`config.mk`:
```
export PLATFORM = sky130hd
export DESIGN_NAME = depth_pixel_streamer
export DESIGN_NICKNAME = d
export VERILOG_FILES = /design/src/rtl/mandel_pkg.sv /design/src/rtl/depth_pixel_streamer_if.sv /design/src/rtl/sync_fifo.sv /design/src/rtl/depth_pixel_streamer.sv
export SDC_FILE = /design/constraint.sdc
export NUM_CORES = 1
export LEC_CHECK = 0
export BUFFER_PORTS_ARGS = -buffer_cell sky130_fd_sc_hd__buf_2
export CAP_MARGIN = 20
export CORE_MARGIN = 2
export CORE_UTILIZATION = 25
export CTS_CLUSTER_DIAMETER = 50
export DETAILED_ROUTE_END_ITERATION = 16
export HOLD_SLACK_MARGIN = 0.06
export SYNTH_ARGS = -nofsm -noshare
export SYNTH_HDL_FRONTEND = slang
export SYNTH_SLANG_ARGS = --single-unit
```
`constraint.sdc`:
```
create_clock -name out_stream_aclk -period 8.86 [get_ports out_stream_aclk]
set_input_delay 0.886 -clock out_stream_aclk [delete_from_list [all_inputs] [get_ports out_stream_aclk]]
set_output_delay 0.886 -clock out_stream_aclk [all_outputs]
set_load 0.02 [all_outputs]
```
`src/rtl/mandel_pkg.sv`:
```
// Shared constants and types for the Mandelbrot depth-to-pixel output path:
// colour-mode encodings, pixel width and the power-on default configuration.
package mandel_pkg;

  localparam int PIX_W          = 24;
  localparam int DEF_MAX_ITER_C = 512;
  localparam int DEF_ITER_LOG_C = 9;

  typedef enum logic [1:0] {
    MODE_INVERT = 2'd0,
    MODE_GRAY   = 2'd1,
    MODE_SPLIT  = 2'd2,
    MODE_RAW    = 2'd3
  } colour_mode_e;

  typedef struct packed {
    logic [31:0]  max_iter;
    logic [4:0]   iter_log;
    colour_mode_e mode;
  } shadow_cfg_t;

endpackage

```
`src/rtl/depth_pixel_streamer_if.sv`:
```
// Generic valid/ready stream bundle used between the streamer and its depth FIFO.
interface depth_pixel_streamer_if #(
  parameter int W = 10
);
  logic [W-1:0] data;
  logic         valid;
  logic         ready;

  modport master (output data, output valid, input ready);
  modport slave  (input data, input valid, output ready);
endinterface

```
`src/rtl/sync_fifo.sv`:
```
// Single-clock FIFO with registered occupancy; push refused when full, even if
// a pop happens in the same cycle.
module sync_fifo #(
  parameter int WIDTH = 10,
  parameter int DEPTH = 16
) (
  input  logic                  clk,
  input  logic                  rst_n,
  depth_pixel_streamer_if.slave  wr,
  depth_pixel_streamer_if.master rd
);

  localparam int AW = $clog2(DEPTH);

  logic [WIDTH-1:0] mem_q [DEPTH];
  logic [AW-1:0]    wp_q, wp_d, rp_q, rp_d;
  logic [AW:0]      cnt_q, cnt_d;
  logic             push, pop;

  assign wr.ready = (cnt_q != (AW+1)'(DEPTH));
  assign rd.valid = (cnt_q != '0);
  assign rd.data  = mem_q[rp_q];
  assign push     = wr.valid & wr.ready;
  assign pop      = rd.valid & rd.ready;

  always_comb begin
    wp_d  = wp_q;
    rp_d  = rp_q;
    cnt_d = cnt_q;
    if (push) wp_d = wp_q + 1'b1;
    if (pop)  rp_d = rp_q + 1'b1;
    case ({push, pop})
      2'b10:   cnt_d = cnt_q + 1'b1;
      2'b01:   cnt_d = cnt_q - 1'b1;
      default: cnt_d = cnt_q;
    endcase
  end

  always_ff @(posedge clk or negedge rst_n) begin
    if (!rst_n) begin
      wp_q  <= '0;
      rp_q  <= '0;
      cnt_q <= '0;
    end else begin
      wp_q  <= wp_d;
      rp_q  <= rp_d;
      cnt_q <= cnt_d;
    end
  end

  // Storage carries no reset; occupancy alone defines what is valid.
  always_ff @(posedge clk) begin
    if (push) mem_q[wp_q] <= wr.data;
  end

endmodule

```
`src/rtl/depth_pixel_streamer.sv`:
```
// Buffers iteration depths, maps them to RGB at the FIFO read side and streams
// them out as an AXI-Stream-like raster with SOF/EOL markers and frame pulse.
module depth_pixel_streamer
  import mandel_pkg::*;
#(
  parameter int X_SIZE       = 960,
  parameter int Y_SIZE       = 720,
  parameter int DEPTH_W      = 10,
  parameter int FIFO_DEPTH   = 16,
  parameter int DEF_MAX_ITER = DEF_MAX_ITER_C,
  parameter int DEF_ITER_LOG = DEF_ITER_LOG_C
) (
  input  logic               out_stream_aclk,
  input  logic               periph_resetn,
  input  logic [DEPTH_W-1:0] in_depth,
  input  logic               in_valid,
  output logic               in_ready,
  input  logic [31:0]        cfg_max_iter,
  input  logic [4:0]         cfg_iter_log,
  input  logic [1:0]         cfg_mode,
  output logic [PIX_W-1:0]   out_tdata,
  output logic               out_tvalid,
  input  logic               out_tready,
  output logic               out_tuser,
  output logic               out_tlast,
  output logic [10:0]        x_out,
  output logic [10:0]        y_out,
  output logic               frame_done
);

  localparam logic [10:0] X_LAST = 11'(X_SIZE - 1);
  localparam logic [10:0] Y_LAST = 11'(Y_SIZE - 1);
  localparam shadow_cfg_t SHD_RST = '{max_iter: 32'(DEF_MAX_ITER),
                                      iter_log: 5'(DEF_ITER_LOG),
                                      mode:     MODE_INVERT};

  function automatic logic [PIX_W-1:0] map_pixel(input logic [DEPTH_W-1:0] depth,
                                                 input shadow_cfg_t        c);
    logic [31:0] d32;
    logic [31:0] sh;
    logic [7:0]  col;
    logic        sat;
    d32 = 32'(depth);
    sat = (d32 >= c.max_iter);
    if (c.iter_log > 5'd8) sh = d32 >> (c.iter_log - 5'd8);
    else                   sh = d32 << (5'd8 - c.iter_log);
    col = sat ? 8'hFF : sh[7:0];
    map_pixel = '0;
    case (c.mode)
      MODE_INVERT: map_pixel = {~col, ~col, ~col};
      MODE_GRAY:   map_pixel = {col, col, col};
      MODE_SPLIT:  map_pixel = {col, col[3:0], col[7:4], ~col};
      MODE_RAW:    map_pixel = sat ? '0 : PIX_W'(d32);
      default:     map_pixel = '0;
    endcase
  endfunction

  depth_pixel_streamer_if #(.W(DEPTH_W)) fifo_wr ();
  depth_pixel_streamer_if #(.W(DEPTH_W)) fifo_rd ();

  logic             rdy_q, rdy_d;
  logic             vld_q, vld_d;
  logic [PIX_W-1:0] pix_q, pix_d;
  logic [10:0]      x_q, x_d, y_q, y_d;
  logic             fd_q, fd_d;
  shadow_cfg_t      shd_q, shd_d;
  logic             xfer, load;

  assign fifo_wr.data  = in_depth;
  assign fifo_wr.valid = in_valid & rdy_q;
  assign in_ready      = rdy_q & fifo_wr.ready;

  sync_fifo #(.WIDTH(DEPTH_W), .DEPTH(FIFO_DEPTH)) u_fifo (
    .clk   (out_stream_aclk),
    .rst_n (periph_resetn),
    .wr    (fifo_wr.slave),
    .rd    (fifo_rd.master)
  );

  // FIFO read side -> output register stage
  assign xfer          = vld_q & out_tready;
  assign fifo_rd.ready = ~vld_q | out_tready;
  assign load          = fifo_rd.valid & fifo_rd.ready;

  always_comb begin
    rdy_d = 1'b1;
    x_d   = x_q;
    y_d   = y_q;
    if (xfer) begin
      if (x_q == X_LAST) begin
        x_d = '0;
        y_d = (y_q == Y_LAST) ? '0 : y_q + 1'b1;
      end else begin
        x_d = x_q + 1'b1;
      end
    end
    // A beat loaded now lands at (x_d,y_d); frame-start beats see live config.
    shd_d = shd_q;
    if (x_d == '0 && y_d == '0)
      shd_d = '{max_iter: cfg_max_iter, iter_log: cfg_iter_log, mode: colour_mode_e'(cfg_mode)};
    vld_d = vld_q;
    pix_d = pix_q;
    if (load) begin
      vld_d = 1'b1;
      pix_d = map_pixel(fifo_rd.data, shd_d);
    end else if (xfer) begin
      vld_d = 1'b0;
    end
    fd_d = xfer && (x_q == X_LAST) && (y_q == Y_LAST);
  end

  always_ff @(posedge out_stream_aclk or negedge periph_resetn) begin
    if (!periph_resetn) begin
      rdy_q <= 1'b0;
      vld_q <= 1'b0;
      pix_q <= '0;
      x_q   <= '0;
      y_q   <= '0;
      fd_q  <= 1'b0;
      shd_q <= SHD_RST;
    end else begin
      rdy_q <= rdy_d;
      vld_q <= vld_d;
      pix_q <= pix_d;
      x_q   <= x_d;
      y_q   <= y_d;
      fd_q  <= fd_d;
      shd_q <= shd_d;
    end
  end

  assign out_tdata  = pix_q;
  assign out_tvalid = vld_q;
  assign out_tuser  = vld_q & (x_q == '0) & (y_q == '0);
  assign out_tlast  = vld_q & (x_q == X_LAST);
  assign x_out      = x_q;
  assign y_out      = y_q;
  assign frame_done = fd_q;

endmodule

```
==> flow_summary.rst, run 1 <==
.. list-table::
   :header-rows: 1

   * - Metric
     - Value
   * - Run status
     - finished, final reports clean
   * - Flops & latches, synth
     - 261
   * - Largest fanout on the critical path
     - 37
   * - Start-to-end type of the worst setup path
     - flop to flop
   * - Family with the most delay on the worst path
     - simple AND/OR/NAND/NOR gates
   * - Core Box Area
     - 0.0504 mm2
   * - Nets
     - 1191
   * - Tmin final
     - 6.38 ns
   * - Combined global-route utilization of all metal layers
     - 12.6%
   * - CTS HTree Levels
     - 2
   * - Proportion of register bits with asynchronous set or reset after synthesis
     - 38.7%
   * - Via count of the first global-routing pass
     - 8830
   * - Setup violators final
     - 0
   * - Post-detailed-routing wire length
     - 33.1 mm
   * - Critical path's slowest cell
     - sky130_fd_sc_hd__or4_4
   * - Top-level I/O count
     - 104
   * - Share of layout cells above drive strength 1
     - 24.1%
   * - Synthesized instance count
     - 1014
   * - Worst max-slew margin expressed relative to the limit
     - 36.4%
   * - Maximum clock frequency
     - 0.157 GHz
   * - Most common cell after layout, fill and taps aside
     - sky130_fd_sc_hd__edfxtp_1
   * - Pin count of the biggest net entering global routing
     - 57
   * - Cell types with the largest area share after synthesis
     - sky130_fd_sc_hd__edfxtp_1 38%, sky130_fd_sc_hd__dfrtp_1 19%, sky130_fd_sc_hd__mux4_2 9.0%
   * - Count of TritonRoute iterations in the first routing pass
     - 5
   * - Post-synth design cell area
     - 0.0128 mm2
   * - Power density cells
     - 296 mW/mm2
   * - Final non-filler cell area
     - 0.0152 mm2
   * - Setup bufs post-CTS
     - 0
   * - Remaining DRCs
     - 0
   * - Hold buffer count at CTS
     - 0
   * - Via count
     - 8686
   * - Sum Neg Setup Slack
     - 0 ns
   * - Critical path required time
     - 9.28 ns
   * - Mean instance size in the synthesized netlist
     - 12.6 um2
   * - Worst Tran Pin Value
     - 0.950 ns
   * - Commonest cells after routing, fill and taps aside
     - 160 x sky130_fd_sc_hd__edfxtp_1, 141 x sky130_fd_sc_hd__nand2_1, 102 x sky130_fd_sc_hd__buf_2
   * - Number of hold violations in the final report
     - 0
   * - Startpoint kind of the worst setup timing path
     - flop
   * - Final clock skew
     - 0.0288 ns
   * - Total number of clock tree sinks
     - 261
   * - Wirelength per Cell
     - 18.3 um
   * - Initial antenna violation count
     - 2
   * - Count of flip-flops with a built-in enable after synthesis
     - 160
   * - Number of non-filler instances in the completed layout
     - 1811
   * - Final critical-path share of the clock period
     - 72.0%
   * - Number of nets still failing antenna checks after routing
     - 0
   * - Max-capacitance violation count
     - 0
   * - Library cell occupying the most area in the post-synthesis netlist
     - sky130_fd_sc_hd__edfxtp_1
   * - Total half-perimeter wirelength after legalization and detailed placement
     - 24.3 mm
   * - Synth Flop Type
     - sky130_fd_sc_hd__edfxtp_1
   * - Clock root cell
     - sky130_fd_sc_hd__clkbuf_16
   * - Portion of synthesized cell area occupied by the leading cell type
     - 37.6%
   * - Static leakage
     - 6.02 nW
   * - First-pass GRT wire length
     - 52.4 mm
   * - Drt initial violations
     - 616
   * - Die Area
     - 0.0530 mm2
   * - Row cnt
     - 82
   * - DIE WIDTH
     - 230 um
   * - Crit path buffers/inverters
     - 1
   * - Starting utilization of the core area
     - 25.4%
   * - Total clock buffers created by CTS
     - 35
   * - Global placer's final weighted congestion
     - 0.875
   * - Source-to-sink clock delay at the later pin of the worst-skew pair
     - 0.53 ns
   * - Area added between synthesis and finish
     - 18.8%
   * - Clock-pin slew of the registers on the worst-case setup and hold paths
     - 0.06 ns
   * - Remaining global-route overflow
     - 0
   * - Clock tree buffer depth
     - 3
   * - Count of final max-slew check failures
     - 0
   * - Chip Height
     - 230 um
   * - Kind of end point of the critical path
     - flop
   * - TritonCTS clock tree
     - done
   * - Count of cells resized by post-cts repair
     - 0
   * - Port Buf Inserts
     - 103
   * - Maximum VDD drop
     - 173 uV
   * - Count of synthesis-stage warnings from yosys
     - 0
   * - Delay of the slowest cell on the worst path
     - 0.61 ns
   * - Synthesized netlist net count
     - 1093
   * - Via count normalized by instance count
     - 4.80
   * - Cell-by-cell trace of the critical path
     - ha_1 > nand4_1 > or4_4 > nor3_1 > xnor2_1 > nand4_1 > nor2_4 > buf_4 > mux2_2 > ha_1 > nand2b_1 > a21o_1 > a21o_1 > a21o_1 > a21oi_1 > o21ai_0 > nand4_1 > a22o_1 > o21ai_0 > nor4b_4 > o22ai_1 > a221o_1
   * - Sequential fraction of the synthesis area
     - 57.4%
   * - Setup repair after global routing missed its margin
     - false
   * - Cell area reported after detailed placement
     - 0.0140 mm2
   * - Total placed cells including tap cells
     - 1747
   * - Arrival time at the worst endpoint
     - 6.80 ns
   * - Path type of the worst min-delay path
     - input pin to asynchronous set/reset pin
   * - Count of different cell masters after synthesis
     - 89
-- through the flow --
stage          total power [mW]  util, %  setup slack, ns  hold WS (ns)
2_1_floorplan              2.66        -             3.12         0.437
3_3_place_gp               3.11     27.8             2.32         0.451
3_5_place_dp               3.13     27.8             2.14         0.460
4_1_cts                    4.55     30.1             2.50         0.402
5_1_grt                    4.75     30.1             2.01         0.432
6_report                   4.49     30.2             2.48         0.390
-- cell type report --
cell class              count  area, um2
inverters                  49        186
clock buffers              43        946
fillers                  5052      35200
well taps                 672        841
diodes                      1       2.50
repair buffers            113        593
multi-input cells         652       5070
clock inverters            20        216
flip-flops and latches    261       7340
-- synthesized netlist by cell type, types with 8 or more instances --
| library cell | n |
|---|---|
| sky130_fd_sc_hd__a211oi_1 | 10 |
| sky130_fd_sc_hd__a21o_1 | 12 |
| sky130_fd_sc_hd__a21oi_1 | 32 |
| sky130_fd_sc_hd__a221o_1 | 8 |
| sky130_fd_sc_hd__and2_1 | 8 |
| sky130_fd_sc_hd__buf_1 | 9 |
| sky130_fd_sc_hd__buf_2 | 10 |
| sky130_fd_sc_hd__clkbuf_1 | 30 |
| sky130_fd_sc_hd__dfrtp_1 | 98 |
| sky130_fd_sc_hd__edfxtp_1 | 160 |
| sky130_fd_sc_hd__ha_1 | 25 |
| sky130_fd_sc_hd__inv_1 | 47 |
| sky130_fd_sc_hd__mux2i_1 | 28 |
| sky130_fd_sc_hd__mux4_2 | 51 |
| sky130_fd_sc_hd__nand2_1 | 141 |
| sky130_fd_sc_hd__nand2b_1 | 11 |
| sky130_fd_sc_hd__nand3_1 | 29 |
| sky130_fd_sc_hd__nand4_1 | 20 |
| sky130_fd_sc_hd__nor2_1 | 50 |
| sky130_fd_sc_hd__nor3_1 | 21 |
| sky130_fd_sc_hd__nor4_1 | 17 |
| sky130_fd_sc_hd__o211ai_1 | 12 |
| sky130_fd_sc_hd__o21ai_0 | 25 |
| sky130_fd_sc_hd__xnor2_1 | 17 |
-- registers in the layout (all words and copies together), names as in the netlist --
signal / cells
u_fifo.mem_q: 160
shd_q: 39
out_tdata: 24
x_out: 11
y_out: 11
u_fifo.cnt_q: 5
u_fifo.rp_q: 4
u_fifo.wp_q: 4
frame_done: 1
out_tvalid: 1
rdy_q: 1
-- power breakdown --
part	switching [mW]	internal, mW	total [mW]
registers	0.174	1.42	1.60
logic	0.864	0.641	1.50
clock network	0.577	0.814	1.39
-- worst paths after layout --
check / from / to / slack [ns] / depth (start not counted)
hold reg to reg: shd_q[31] / shd_q[31] / 0.48 / 2
hold / removal: periph_resetn / u_fifo.cnt_q[2] / 0.39 / 1
min in group out_stream_aclk: shd_q[31] / shd_q[31] / 0.48 / 2
max in group asynchronous: periph_resetn / u_fifo.rp_q[0] / 7.22 / 2
setup reg to reg: x_out[0] / out_tdata[13] / 2.48 / 22
setup / recovery: x_out[0] / out_tdata[13] / 2.48 / 22
-- cell families after synthesis --
group	count (synthesis)	share of synthesized area [%]
compound gates	170	9.83
mux	85	11.7
xor+xnor	24	1.64
buf+inv	101	3.20
simple gates	346	13.6
fa+ha+maj	26	2.60
flops	261	57.4
other cells	1	0.0293
-- routing by layer --
metal	vias up	wire length (um)	track usage, %
li1	4058	-	-
met4	0	650	3.25
met3	48	1800	2.57
met2	236	16100	20.9
met1	4344	14500	16.7
met5	-	0	0
Power figures use the tool's default switching activity.
==> inputs of run 2 (changes only) <==
ABC_AREA = 1   (was unset)
clock period = 6.52 ns   (was 8.86 ns; I/O delays follow)
==> run 2 against run 1 <==
  * Sequential cell count unchanged
  * Clock skew fell by 0.013 ns
  * Utilization shrank 0.066 points
  * Combinational power grew 31%
  * First-iteration DRC count rose by 23%
  * Register-to-register slack got worse by 1.3 ns
  * Maximum frequency grew 19%
  * Worst setup slack worse by 1.3 ns
==> flow_summary.rst, run 2 <==
.. list-table::
   :header-rows: 1

   * - Metric
     - Value
   * - Count of synthesis-stage warnings from yosys
     - 0 (unchanged)
   * - Final critical-path share of the clock period
     - 82.4% (+10 points)
   * - Proportion of register bits with asynchronous set or reset after synthesis
     - 38.7% (unchanged)
   * - Core Box Area
     - 0.0512 mm2 (+1.6%)
   * - R2r endpoint
     - out_tdata[5]
   * - Count of final max-slew check failures
     - 0 (unchanged)
   * - Largest fanout on the critical path
     - 61 (+65%)
   * - Starting utilization of the core area
     - 25.3% (-0.12 points)
   * - Critical path required time
     - 6.93 ns (-2.35 ns)
   * - Delay of the slowest cell on the worst path
     - 0.48 ns (-0.13 ns)
   * - Max-capacitance violation count
     - 0 (unchanged)
   * - Tmin final
     - 5.37 ns (-1.01 ns)
   * - Cell type with the highest occurrence count on the critical path
     - sky130_fd_sc_hd__nor2_1
   * - Switching part of the total power
     - 37.3% (+1.4 points)
   * - Maximum VDD drop
     - 207 uV (+20%)
   * - Total number of clock tree sinks
     - 261 (unchanged)
   * - Number of non-filler instances in the completed layout
     - 2180 (+20%)
   * - Setup bufs post-CTS
     - 0 (unchanged)
   * - Number of hold violations in the final report
     - 0 (unchanged)
   * - Total half-perimeter wirelength after legalization and detailed placement
     - 23.4 mm (-3.9%)
   * - Clock tree buffer depth
     - 3 (unchanged)
   * - Most common cell after layout, fill and taps aside
     - sky130_fd_sc_hd__nand2_1
   * - Mean instance size in the synthesized netlist
     - 9.45 um2 (-25%)
   * - Combinational power share
     - 32.1% (-1.4 points)
   * - Clock-pin slew of the registers on the worst-case setup and hold paths
     - 0.06 ns (about the same)
   * - Count of cells resized by post-cts repair
     - 0 (unchanged)
   * - CTS HTree Levels
     - 2 (unchanged)
   * - Top-level I/O count
     - 104 (unchanged)
   * - Number of nets still failing antenna checks after routing
     - 0 (unchanged)
   * - Die Area
     - 0.0536 mm2 (+1.1%)
   * - Synth Flop Type
     - sky130_fd_sc_hd__edfxtp_1
   * - Internal cell power
     - 3.82 mW (+33%)
   * - Number of antenna repair diodes
     - 0 (-1)
   * - Maximum clock frequency
     - 0.186 GHz (+19%)
   * - Nets
     - 1553 (+30%)
   * - Remaining DRCs
     - 0 (unchanged)
   * - Portion of synthesized cell area occupied by the leading cell type
     - 37.2% (-0.42 points)
   * - Via count normalized by instance count
     - 4.55 (-5.1%)
   * - Source of the worst hold timing path
     - cfg_max_iter[18]
   * - Depth of the worst register-to-register path
     - 26 (+18%)
   * - Synthesized netlist net count
     - 1447 (+32%)
   * - Register name with the most flops
     - u_fifo.mem_q
   * - Clock network power share
     - 32.7% (+1.7 points)
   * - Kind of end point of the critical path
     - flop
   * - Flop pwr share
     - 35.3% (-0.2 points)
   * - Critical path's slowest cell
     - sky130_fd_sc_hd__nand2_4
   * - DIE WIDTH
     - 231 um (+0.56%)
   * - Path type of the worst min-delay path
     - input pin to flop
   * - Combined global-route utilization of all metal layers
     - 12.4% (-0.18 points)
   * - Setup violators final
     - 0 (unchanged)
   * - Initial antenna violation count
     - 3 (+1)
   * - Source-to-sink clock delay at the later pin of the worst-skew pair
     - 0.52 ns (about the same)
   * - Power dissipated by switching net loads
     - 2.28 mW (+41%)
   * - Max reg flops
     - 160 (unchanged)
   * - Count of TritonRoute iterations in the first routing pass
     - 5 (unchanged)
   * - Leading cell type by number of instances after synthesis
     - sky130_fd_sc_hd__nand2_1
   * - Share of layout cells above drive strength 1
     - 16.5% (-7.6 points)
   * - Worst max-slew margin expressed relative to the limit
     - 24.2% (-12 points)
   * - Port Buf Inserts
     - 103 (unchanged)
   * - Final clock skew
     - 0.0161 ns (-0.0126 ns)
   * - Library cell occupying the most area in the post-synthesis netlist
     - sky130_fd_sc_hd__edfxtp_1
   * - Setup repair after global routing missed its margin
     - false
   * - Row cnt
     - 83 (+1.2%)
   * - Post-synth design cell area
     - 0.0129 mm2 (+1.1%)
   * - Startpoint of the most critical register-to-register path
     - x_out[0]
   * - First-pass GRT wire length
     - 53.1 mm (+1.3%)
   * - Total placed cells including tap cells
     - 2112 (+21%)
   * - Sum Neg Setup Slack
     - 0 ns (unchanged)
   * - Worst Tran Pin Value
     - 1.13 ns (+0.183 ns)
   * - Chip Height
     - 231 um (+0.56%)
   * - Hold buffer count at CTS
     - 1 (+1)
   * - Static leakage
     - 6.63 nW (+10%)
   * - Clock root cell
     - sky130_fd_sc_hd__clkbuf_16
   * - Filler cells
     - 5247 (+3.9%)
   * - Startpoint kind of the worst setup timing path
     - flop
   * - Number of cells traversed by the worst hold path
     - 3
   * - Drt initial violations
     - 757 (+23%)
   * - Remaining global-route overflow
     - 0 (unchanged)
   * - Arrival time at the worst endpoint
     - 5.78 ns (-1.02 ns)
   * - Family with the most delay on the worst path
     - simple AND/OR/NAND/NOR gates
   * - Start-to-end type of the worst setup path
     - flop to flop
   * - Flops & latches, synth
     - 261 (unchanged)
   * - Total clock buffers created by CTS
     - 35 (unchanged)
   * - Power density cells
     - 396 mW/mm2 (+34%)
   * - Count of flip-flops with a built-in enable after synthesis
     - 160 (unchanged)
   * - Cell types with the largest area share after synthesis
     - sky130_fd_sc_hd__edfxtp_1 37%, sky130_fd_sc_hd__dfrtp_1 19%, sky130_fd_sc_hd__nand2_1 8.6%
   * - Area added between synthesis and finish
     - 19.1%
   * - Commonest cells after routing, fill and taps aside
     - 297 x sky130_fd_sc_hd__nand2_1, 189 x sky130_fd_sc_hd__nor2_1, 160 x sky130_fd_sc_hd__edfxtp_1
   * - Post-detailed-routing wire length
     - 33.3 mm (+0.63%)
   * - Wirelength per Cell
     - 15.3 um (-16%)
   * - Crit path buffers/inverters
     - 0 (-1)
   * - Register-to-register path setup slack
     - 1.15 ns (-1.33 ns)
   * - TritonCTS clock tree
     - done
   * - Via count
     - 9918 (+14%)
   * - Pin count of the biggest net entering global routing
     - 78 (+37%)
   * - Most used standard cells in the synthesized netlist
     - 297 x sky130_fd_sc_hd__nand2_1, 189 x sky130_fd_sc_hd__nor2_1, 160 x sky130_fd_sc_hd__edfxtp_1, 135 x sky130_fd_sc_hd__inv_1, 120 x sky130_fd_sc_hd__nand3_1
   * - Hold Path End
     - shd_q[25]
   * - Synthesized instance count
     - 1368 (+35%)
   * - Sequential fraction of the synthesis area
     - 56.7% (-0.64 points)
   * - Count of different cell masters after synthesis
     - 50 (-44%)
   * - Global placer's final weighted congestion
     - 0.897 (+2.5%)
   * - Via count of the first global-routing pass
     - 9674 (+9.6%)
   * - Run status
     - finished, final reports clean
==> run 2: changes by cell type in the layout (fill, tap and decap cells not counted), moves of 27 or more <==
cell / previous run / this run
sky130_fd_sc_hd__nand2_1: 141 / 297
sky130_fd_sc_hd__nor2_1: 50 / 189
sky130_fd_sc_hd__nand3_1: 29 / 120
sky130_fd_sc_hd__inv_1: 47 / 135
sky130_fd_sc_hd__mux4_2: 51 / 0
sky130_fd_sc_hd__o21ai_0: 25 / 58
sky130_fd_sc_hd__o221ai_1: 2 / 29
==> run 2: worst max-delay path by stage <==
| stage | start | to | depth (start not counted) |
|---|---|---|---|
| after floorplan | x_out[0] | out_tdata[8] | 33 |
| after global placement | out_tready | out_tdata[5] | 27 |
| after detailed placement | out_tready | out_tdata[5] | 27 |
| after CTS | x_out[0] | out_tdata[5] | 27 |
| after global routing | x_out[0] | out_tdata[7] | 28 |
| final | x_out[0] | out_tdata[5] | 26 |
==> run 2: area by class of cell <==
cell class                      instances  area (um2)  share of cell area [%]
Multi-Input combinational cell        911        4780                    31.0
Inverter                              147         552                    3.58
Tap cell                              680         851                    5.52
Sequential cell                       261        7340                    47.6
Timing Repair Buffer                  118         664                    4.31
Clock inverter                         22         300                    1.95
Clock buffer                           41         920                    5.97
==> run 2: kinds of logic (layout without fill, tap and decap cells) <==
family	after synthesis	count (layout)	share of synthesized area (%)
flops	261	261	56.7
other cells	1	1	0.0290
compound gates	151	151	7.50
buf+inv	196	328	6.34
mux	30	30	2.33
fa+ha+maj	26	26	2.57
xor+xnor	11	11	0.745
simple gates	692	692	23.8
==> run 2: metal layers <==
layer  GRT usage, %  up-vias  routed length (um)
li1               -     4816                   -
met1           16.2     4754               14800
met2           20.9      283               15800
met3           2.46       65                2020
met4           3.31        0                 774
met5              0        -                   0
==> run 2: power groups by stage <==
| stage | clock network, mW | logic, mW | registers [mW] |
|---|---|---|---|
| 2_1_floorplan | 0 | 1.32 | 2.16 |
| 3_3_place_gp | 0 | 1.93 | 2.17 |
| 3_5_place_dp | 0 | 1.95 | 2.18 |
| 4_1_cts | 2.05 | 1.97 | 2.15 |
| 5_1_grt | 2.11 | 2.19 | 2.18 |
| 6_report | 1.99 | 1.96 | 2.15 |
==> run 2: per-stage QoR <==
stage	setup slack, ns	hold slack (ns)	total power [mW]	util, %	area, um2
floorplan	2.00	0.356	3.48	-	12900
global placement	1.17	0.451	4.10	27.5	14100
detailed placement	1.01	0.457	4.13	27.6	14100
CTS	1.09	0.347	6.16	30.0	15300
global route	0.550	0.365	6.48	30.1	15400
finish	1.15	0.375	6.09	30.1	15400
==> run 2: worst min-delay path: stages <==
cell                      delay (ns)
sky130_fd_sc_hd__buf_2          0.09
sky130_fd_sc_hd__o21ai_2        0.07
sky130_fd_sc_hd__inv_1          0.05
